===== config.mk =====
export PLATFORM = sky130hd
export DESIGN_NAME = bnn_fc_sequencer
export DESIGN_NICKNAME = d
export VERILOG_FILES = /design/src/rtl/bnn_fc_sequencer.sv
export SDC_FILE = /design/constraint.sdc
export NUM_CORES = 1
export LEC_CHECK = 0
export ABC_CLOCK_PERIOD_IN_PS = 2400
export BUFFER_PORTS_ARGS = -buffer_cell sky130_fd_sc_hd__buf_2
export CORE_UTILIZATION = 36
export DETAILED_ROUTE_END_ITERATION = 16
export GPL_TIMING_DRIVEN = 1
export HOLD_SLACK_MARGIN = 0.05
export PLACE_DENSITY_LB_ADDON = 0.12
export SLEW_MARGIN = 5
export SYNTH_ARGS = -nofsm -noshare
export SYNTH_HDL_FRONTEND = slang
export SYNTH_SLANG_ARGS = --single-unit

===== constraint.sdc =====
create_clock -name clk -period 2.4 [get_ports clk]
set_input_delay 0 -clock clk [delete_from_list [all_inputs] [get_ports clk]]
set_output_delay 0 -clock clk [all_outputs]
set_load 0.01 [all_outputs]

===== src/rtl/bnn_fc_sequencer.sv =====
// Issues one binary FC layer neuron-by-neuron into a stall-free adder tree and
// thresholds each returning sum into a binary activation.
module bnn_fc_sequencer #(
    parameter int WIDTH_IN    = 8,
    parameter int NUM_NEURONS = 10,
    parameter int ADD_LATENCY = 7,
    parameter int IDX_W       = 10
) (
    input  logic                       clk,
    input  logic                       rst,
    input  logic                       start,
    input  logic                       hold,
    input  logic signed [WIDTH_IN+10:0] threshold,
    output logic                       weight_rd_en,
    output logic [IDX_W-1:0]           weight_rd_addr,
    input  logic signed [WIDTH_IN+10:0] tree_sum,
    output logic                       result_valid,
    output logic [IDX_W-1:0]           result_idx,
    output logic signed [WIDTH_IN+10:0] result_sum,
    output logic                       result_bit,
    output logic                       busy,
    output logic                       done
);

    localparam int               SUM_W    = WIDTH_IN + 11;
    localparam int               STAGES   = ADD_LATENCY + 1;
    localparam logic [IDX_W-1:0] LAST_IDX = IDX_W'(NUM_NEURONS - 1);

    typedef enum logic [1:0] {IDLE, ISSUE, DRAIN} state_t;

    state_t                   state;
    state_t                   state_nxt;
    logic [IDX_W-1:0]         cnt;
    logic [IDX_W-1:0]         cnt_nxt;
    logic                     rd_en_nxt;
    logic [IDX_W-1:0]         rd_addr_nxt;
    logic                     busy_nxt;
    logic                     load_thr;
    logic signed [SUM_W-1:0]  thr_q;

    logic [STAGES-1:0]        vld_p;
    logic [IDX_W-1:0]         idx_p [STAGES];

    function automatic logic activate(input logic signed [SUM_W-1:0] sum,
                                      input logic signed [SUM_W-1:0] thr);
        return sum >= thr;
    endfunction

    always_ff @(posedge clk) begin
        if (rst) state <= IDLE;
        else     state <= state_nxt;
    end

    // The first index goes out on the same edge that accepts start, so busy and
    // the first read strobe both appear in the cycle after start.
    always_comb begin
        state_nxt   = state;
        cnt_nxt     = cnt;
        rd_en_nxt   = 1'b0;
        rd_addr_nxt = weight_rd_addr;
        busy_nxt    = busy;
        load_thr    = 1'b0;
        case (state)
            IDLE: begin
                if (start) begin
                    load_thr    = 1'b1;
                    rd_en_nxt   = 1'b1;
                    rd_addr_nxt = '0;
                    cnt_nxt     = IDX_W'(1);
                    busy_nxt    = 1'b1;
                    state_nxt   = (NUM_NEURONS == 1) ? DRAIN : ISSUE;
                end
            end
            ISSUE: begin
                if (!hold) begin
                    rd_en_nxt   = 1'b1;
                    rd_addr_nxt = cnt;
                    cnt_nxt     = cnt + 1'b1;
                    if (cnt == LAST_IDX) state_nxt = DRAIN;
                end
            end
            DRAIN: begin
                if (done) begin
                    busy_nxt  = 1'b0;
                    state_nxt = IDLE;
                end
            end
            default: state_nxt = IDLE;
        endcase
    end

    always_ff @(posedge clk) begin
        if (rst) begin
            cnt            <= '0;
            weight_rd_en   <= 1'b0;
            weight_rd_addr <= '0;
            busy           <= 1'b0;
        end else begin
            cnt            <= cnt_nxt;
            weight_rd_en   <= rd_en_nxt;
            weight_rd_addr <= rd_addr_nxt;
            busy           <= busy_nxt;
        end
    end

    always_ff @(posedge clk) begin
        if (load_thr) thr_q <= threshold;
    end

    // p0: tag enters alongside weight read data; p(STAGES-1): aligned with tree_sum
    always_ff @(posedge clk) begin
        if (rst) vld_p <= '0;
        else     vld_p <= {vld_p[STAGES-2:0], weight_rd_en};
    end

    always_ff @(posedge clk) begin
        idx_p[0] <= weight_rd_addr;
        for (int i = 1; i < STAGES; i++) idx_p[i] <= idx_p[i-1];
    end

    // result stage: capture tree output and threshold it
    always_ff @(posedge clk) begin
        if (rst) begin
            result_valid <= 1'b0;
            done         <= 1'b0;
            result_idx   <= '0;
            result_sum   <= '0;
            result_bit   <= 1'b0;
        end else begin
            result_valid <= vld_p[STAGES-1];
            done         <= vld_p[STAGES-1] && (idx_p[STAGES-1] == LAST_IDX);
            if (vld_p[STAGES-1]) begin
                result_idx <= idx_p[STAGES-1];
                result_sum <= tree_sum;
                result_bit <= activate(tree_sum, thr_q);
            end
        end
    end

endmodule


Word level (Yosys, flattened, before mapping)
Memories as Yosys holds them, arrays and structs flattened.
Cells that the tools add are included.
{"block": "word_totals", "regBits": 83, "input_bits": 42, "mem_count": 1, "ramBits": 80, "word_cells": 48}
{"block": "classes", "n_mux": 18, "add_sub_neg": 1, "n_eq_ne": 8, "magnitude_cmp": 1, "n_reduce_logical": 7}
{"name": "idx_p", "depth": 8, "width": 10, "rd": 8, "rd_clocked_by_memory_dff": 0, "wr": 8, "line_no": "42", "text": "logic [IDX_W-1:0] idx_p [STAGES];"}
{"operator": "$mux W10", "n": 4}
{"operator": "$pmux W10 S2", "n": 2}
{"operator": "$eq A10 B4 Y1 const B", "n": 2}
{"operator": "$ge A19 B19 Y1", "n": 1}
{"operator": "$add A10 B1 Y10 const B", "n": 1}
{"operator": "$mux W2", "n": 4}
{"operator": "$ne A2 B2 Y1 const B", "n": 4}
{"operator": "$pmux W2 S3", "n": 1}
{"operator": "$reduce_and A3 Y1", "n": 2}
{"operator": "$mux W1", "n": 5}
{"operator": "$pmux W1 S2", "n": 2}
{"operator": "$reduce_and A4 Y1", "n": 1}
{"operator": "$reduce_bool A2 Y1", "n": 2}
{"operator": "$eq A2 B1 Y1 const B", "n": 1}
{"operator": "$eq A2 B2 Y1 const B", "n": 1}
{"operator": "$logic_not A2 Y1", "n": 1}
{"operator": "$logic_and A1 B1 Y1", "n": 1}

Longest topological paths before layout
{"block": "logic_depth", "ltp_word": 4, "ltp_mapped": 7}

Worst setup path after synthesis
Ideal clock, no wire load.
{"block": "synth_path", "kind": "reg2reg", "from": "reg state[0]", "to": "reg cnt[2]", "stages_incl_launch_ff": 6, "setup_ns": 0.126, "arrival_time_ns": 1.929, "path_buffers": 1, "setup_slack_ns": 0.345, "path_cell_list": "dfxtp_1 -> nand2b_1 -> nor2_1 -> or2_1 -> clkbuf_1 -> nor2_1"}
{"block": "synth_via", "elab_chain_len": 3, "word_cells_on_any_way": 7, "classes_between": "eq/ne: 3; mux: 1; reduce/logical: 3"}
{"item": "start: declaration", "line_no": "31", "text": "state_t state;"}
{"item": "start signal: assignment", "line_no": "51", "text": "else state <= state_nxt;"}
{"item": "$eq A2 B1 Y1 / $logic_not A2 Y1 (equally long branches)", "line_no": "63", "text": "case (state)"}
{"item": "$ne A2 B2 Y1 (no line) / $reduce_bool A2 Y1 (equally long branches)"}
{"item": "$reduce_and A3 Y1 (no line)"}
{"item": "end signal: assignment", "line_no": "99", "text": "cnt <= cnt_nxt;"}
{"item": "end: declaration", "line_no": "33", "text": "logic [IDX_W-1:0] cnt;"}
Several ways; a longest one is shown, not always the timed one.
A chain may end at the register's enable or synchronous reset.

Worst setup path in the final report
{"block": "layout_path", "from": "reg thr_q[18]", "to": "reg result_bit"}
{"block": "layout_via", "elab_chain_len": 1}
{"item": "start: declaration", "line_no": "39", "text": "logic signed [SUM_W-1:0] thr_q;"}
{"item": "start signal: assignment", "line_no": "107", "text": "if (load_thr) thr_q <= threshold;"}
{"item": "$ge A19 B19 Y1", "line_no": "46", "text": "return sum >= thr;"}
{"item": "end signal: assignment", "line_no": "135", "text": "result_bit <= activate(tree_sum, thr_q);"}
{"item": "end: declaration", "line_no": "20", "text": "output logic result_bit,"}
Every way passes these cells.

==> impl_results.md <==
- Status: finished clean
- Total wire length: between 8000 and 9000 microns
- Commonest cells in the netlist: 144 x dfxtp_1, 49 x nor2_1, 30 x mux2i_1
- Post-synth top area share: about 58%
- Final Max Slew Viols: 0
- Global-route wire length before repair: 14,370 microns
- Post-DP HPWL: 5974 microns
- Register-to-register setup slack: ~0.27 ns
- CTS sink count: between 150 and 200
- Routed Antenna Nets: 0
- Final Hold Vio Count: 0
- Rel. slew slack: slightly below 60%
- FF+latch count, synth: between 150 and 200
- Cell Pwr Density: 880.8 nW/um^2
- Post-Syn Instances: around 400
- Peak supply drop: ~0.44 mV
- Crit-path max FO: 5
- Crit share post-route: between 80% and 90%
- Largest cells by area after synthesis: dfxtp_1 58%, edfxtp_1 11%, mux2i_1 6.0%
- Mapped cell area: 4979 sq um
- Post-route cell area: 6664 sq um
- Worst Path Class, Setup: flop to flop
- Share of power burned in registers: between 40% and 50%
- Largest net degree at the start of global routing: 29
- DR pass1 iterations: 4
- FF/Latch Area: around 3500 sq um
- Placed Area: 5628 sq um
- CORE AREA: roughly 13,000 sq um
- Sw frac: between 10% and 20%
- Setup TNS: 0 ns
- Routability congestion estimate: just under 0.8
- Actual slew at the worst max-slew pin: 0.6329 ns
- Number of diodes: 0
- Initial DRC count: around 100
- Multi-input gate area: between 1000 and 1500 sq um
- CP required: roughly 2.7 ns
- Hold Path End: busy$_SDFFE_PP0P_
- Layout cells sized above 1: approximately a quarter
- Hold path start: rst
- Synth cell types: 38
- Total track usage: 13.19%
- RSZ-0062 raised after global routing: no
- Port bufs: 85
- DIE WIDTH: 119.6 microns
- Root buffer cell: clkbuf_16
- Fin util: between 40 and 50%
- Cts hold-fix bufs: 39
- R2R Path Start: thr_q[18]$_DFFE_PP_
- Crit path launch type: flop
- Via count: 3,129
- Clock Path Buffers: 2
- Final Skew: just under 0.007 ns
- Critical Path AT: 2.41 ns
- Setup-failing EPs final: 0
- Avg Vias per Cell: roughly 4.3
- Die area: 14,300 sq um
- NumNets Final: ~600
- Area delta synth->final: 33.85%
- Post-Syn Nets: 460
- Most area-hungry cell type in the Yosys netlist: dfxtp_1
- Placed Cells: 653
- Syn avg cell area: about 13 sq um
- Ports: 86
- Max_cap viols: 0
- Vias in the first global route: 3,060
- Post-synth top flop: dfxtp_1
- CTS tree: built
- Reg2Reg Depth: 7
- Hold/Removal Path Class: input port to flop
- Later-pin clock latency in the skew report: 0.41 ns
- Fin cells: slightly above 700
- GRT overflow: 0
- Peak Freq: 468.7 MHz
- Cell row count: between 40 and 50
- Cell internal pwr: 4700 uW
- Fill cells: 1,225
- DIE HEIGHT: roughly 120 microns
- Async set or reset register ratio after synthesis: 0%
- Crit. End Element: flop
- NetSw: about 1200 uW
- Most common cell in the synthesized netlist: dfxtp_1
- Routed len/inst: 12.18 microns
- Initial core utilization: 37.30%
- Final min period: roughly 2.1 ns
- DRC: 0
- Post-synth EDFFs: 19
- H-tree level count: 4
- Sequential cell area fraction in the yosys report: 69.36%
- CTS buffer count: 17
- Post-CTS Setup Bufs: 0
- Final Hold Slack: ~0.08 ns
- Clock power share: between 40% and 50%
- Clock Pin Slew Worst Setup and Hold Paths: approximately 0.060 ns
- # resized after CTS: 0
- LEAKAGE: between 0.002 and 0.003 uW
- Synth warn: 0
- Initial antenna violation count: 0
- Worst Hold Depth: 2
- Reg2reg end: result_bit$_SDFFE_PP0P_
- Comb pwr share: under 10%
[worst max path at each step]
| stage | start | to | cells past startpoint |
|---|---|---|---|
| 5_1_grt | thr_q[18]$_DFFE_PP_ | result_bit$_SDFFE_PP0P_ | 7 |
| 3_3_place_gp | thr_q[18]$_DFFE_PP_ | result_bit$_SDFFE_PP0P_ | 7 |
| 4_1_cts | thr_q[18]$_DFFE_PP_ | result_bit$_SDFFE_PP0P_ | 7 |
| 2_1_floorplan | state[0]$_SDFFE_PP0P_ | cnt[2]$_SDFFE_PP0P_ | 5 |
| 6_report | thr_q[18]$_DFFE_PP_ | result_bit$_SDFFE_PP0P_ | 7 |
| 3_5_place_dp | thr_q[18]$_DFFE_PP_ | result_bit$_SDFFE_PP0P_ | 7 |
[logic make-up after synthesis]
family	synth area share (%)
AO/OA/AOI/OAI	4.499
XOR/XNOR	1.407
adder cells (fa/ha/maj)	5.278
buffers and inverters	2.714
flip-flops	69.36
multiplexers	6.258
AND/OR/NAND/NOR	10.48
[metrics by stage]
| step | setup slack (ns) | power, uW |
|---|---|---|
| 2_1_floorplan | 0.3455 | 2983 |
| 3_3_place_gp | 0.4754 | 3068 |
| 3_5_place_dp | 0.2352 | 3075 |
| 4_1_cts | 0.2226 | 5942 |
| 5_1_grt | 0.007782 | 6102 |
| 6_report | 0.2665 | 5869 |
[routing by layer]
metal  vias to the layer above  part of all wire (%)  track usage (%)
li1                       1624                     -                -
met1                      1431                    48            16.67
met2                        68                    46            20.38
met3                         6                   5.2            5.323
met4                         0                  0.93            4.453
met5                         -                     0                0
[cell usage in the layout (no fill, tap or decap), types with 11 or more instances in the layout]
master,n
nor2b_1,14
edfxtp_1,19
dfxtp_1,143
ha_1,21
clkbuf_16,20
a21oi_1,12
buf_2,85
nor2_1,48
mux2i_1,30
dlygate4sd3_1,39
nand2_1,11
inv_1,25
[state kept, by name, indices dropped and copies added (netlist names)]
name and cells:
result_sum 19, state 2, result_valid 1, idx_p 80, weight_rd_en 1, busy 1, weight_rd_addr 10, vld_p 8
cnt 10, done 1, result_bit 1, result_idx 10, thr_q 19
[worst max-delay path: stages, from the launching register on]
cell and delay (ns):
edfxtp_1 0.32, inv_1 0.04, ha_1 0.33, nand4_1 0.18, nor4_1 0.42, o21ai_1 0.16
and4_1 0.20, a2111oi_0 0.36
[power groups by stage]
stage          registers (uW)  clock network, uW  logic (uW)
2_1_floorplan            2870                  0         115
3_3_place_gp             2870                  0         199
3_5_place_dp             2870                  0         205
4_1_cts                  2810               2870         257
5_1_grt                  2810               3000         288
6_report                 2810               2810         253
[area by class of cell]
type / count / share of cell area (%)
multi-input cells: 198 / 20.90
clock buffers: 23 / 7.980
inverters: 26 / 1.465
repair buffers: 129 / 12.81
well taps: 176 / 3.305
clock inverters: 9 / 1.709
flip-flops and latches: 163 / 51.84
Note: power is estimated with default switching activity, not from simulation.
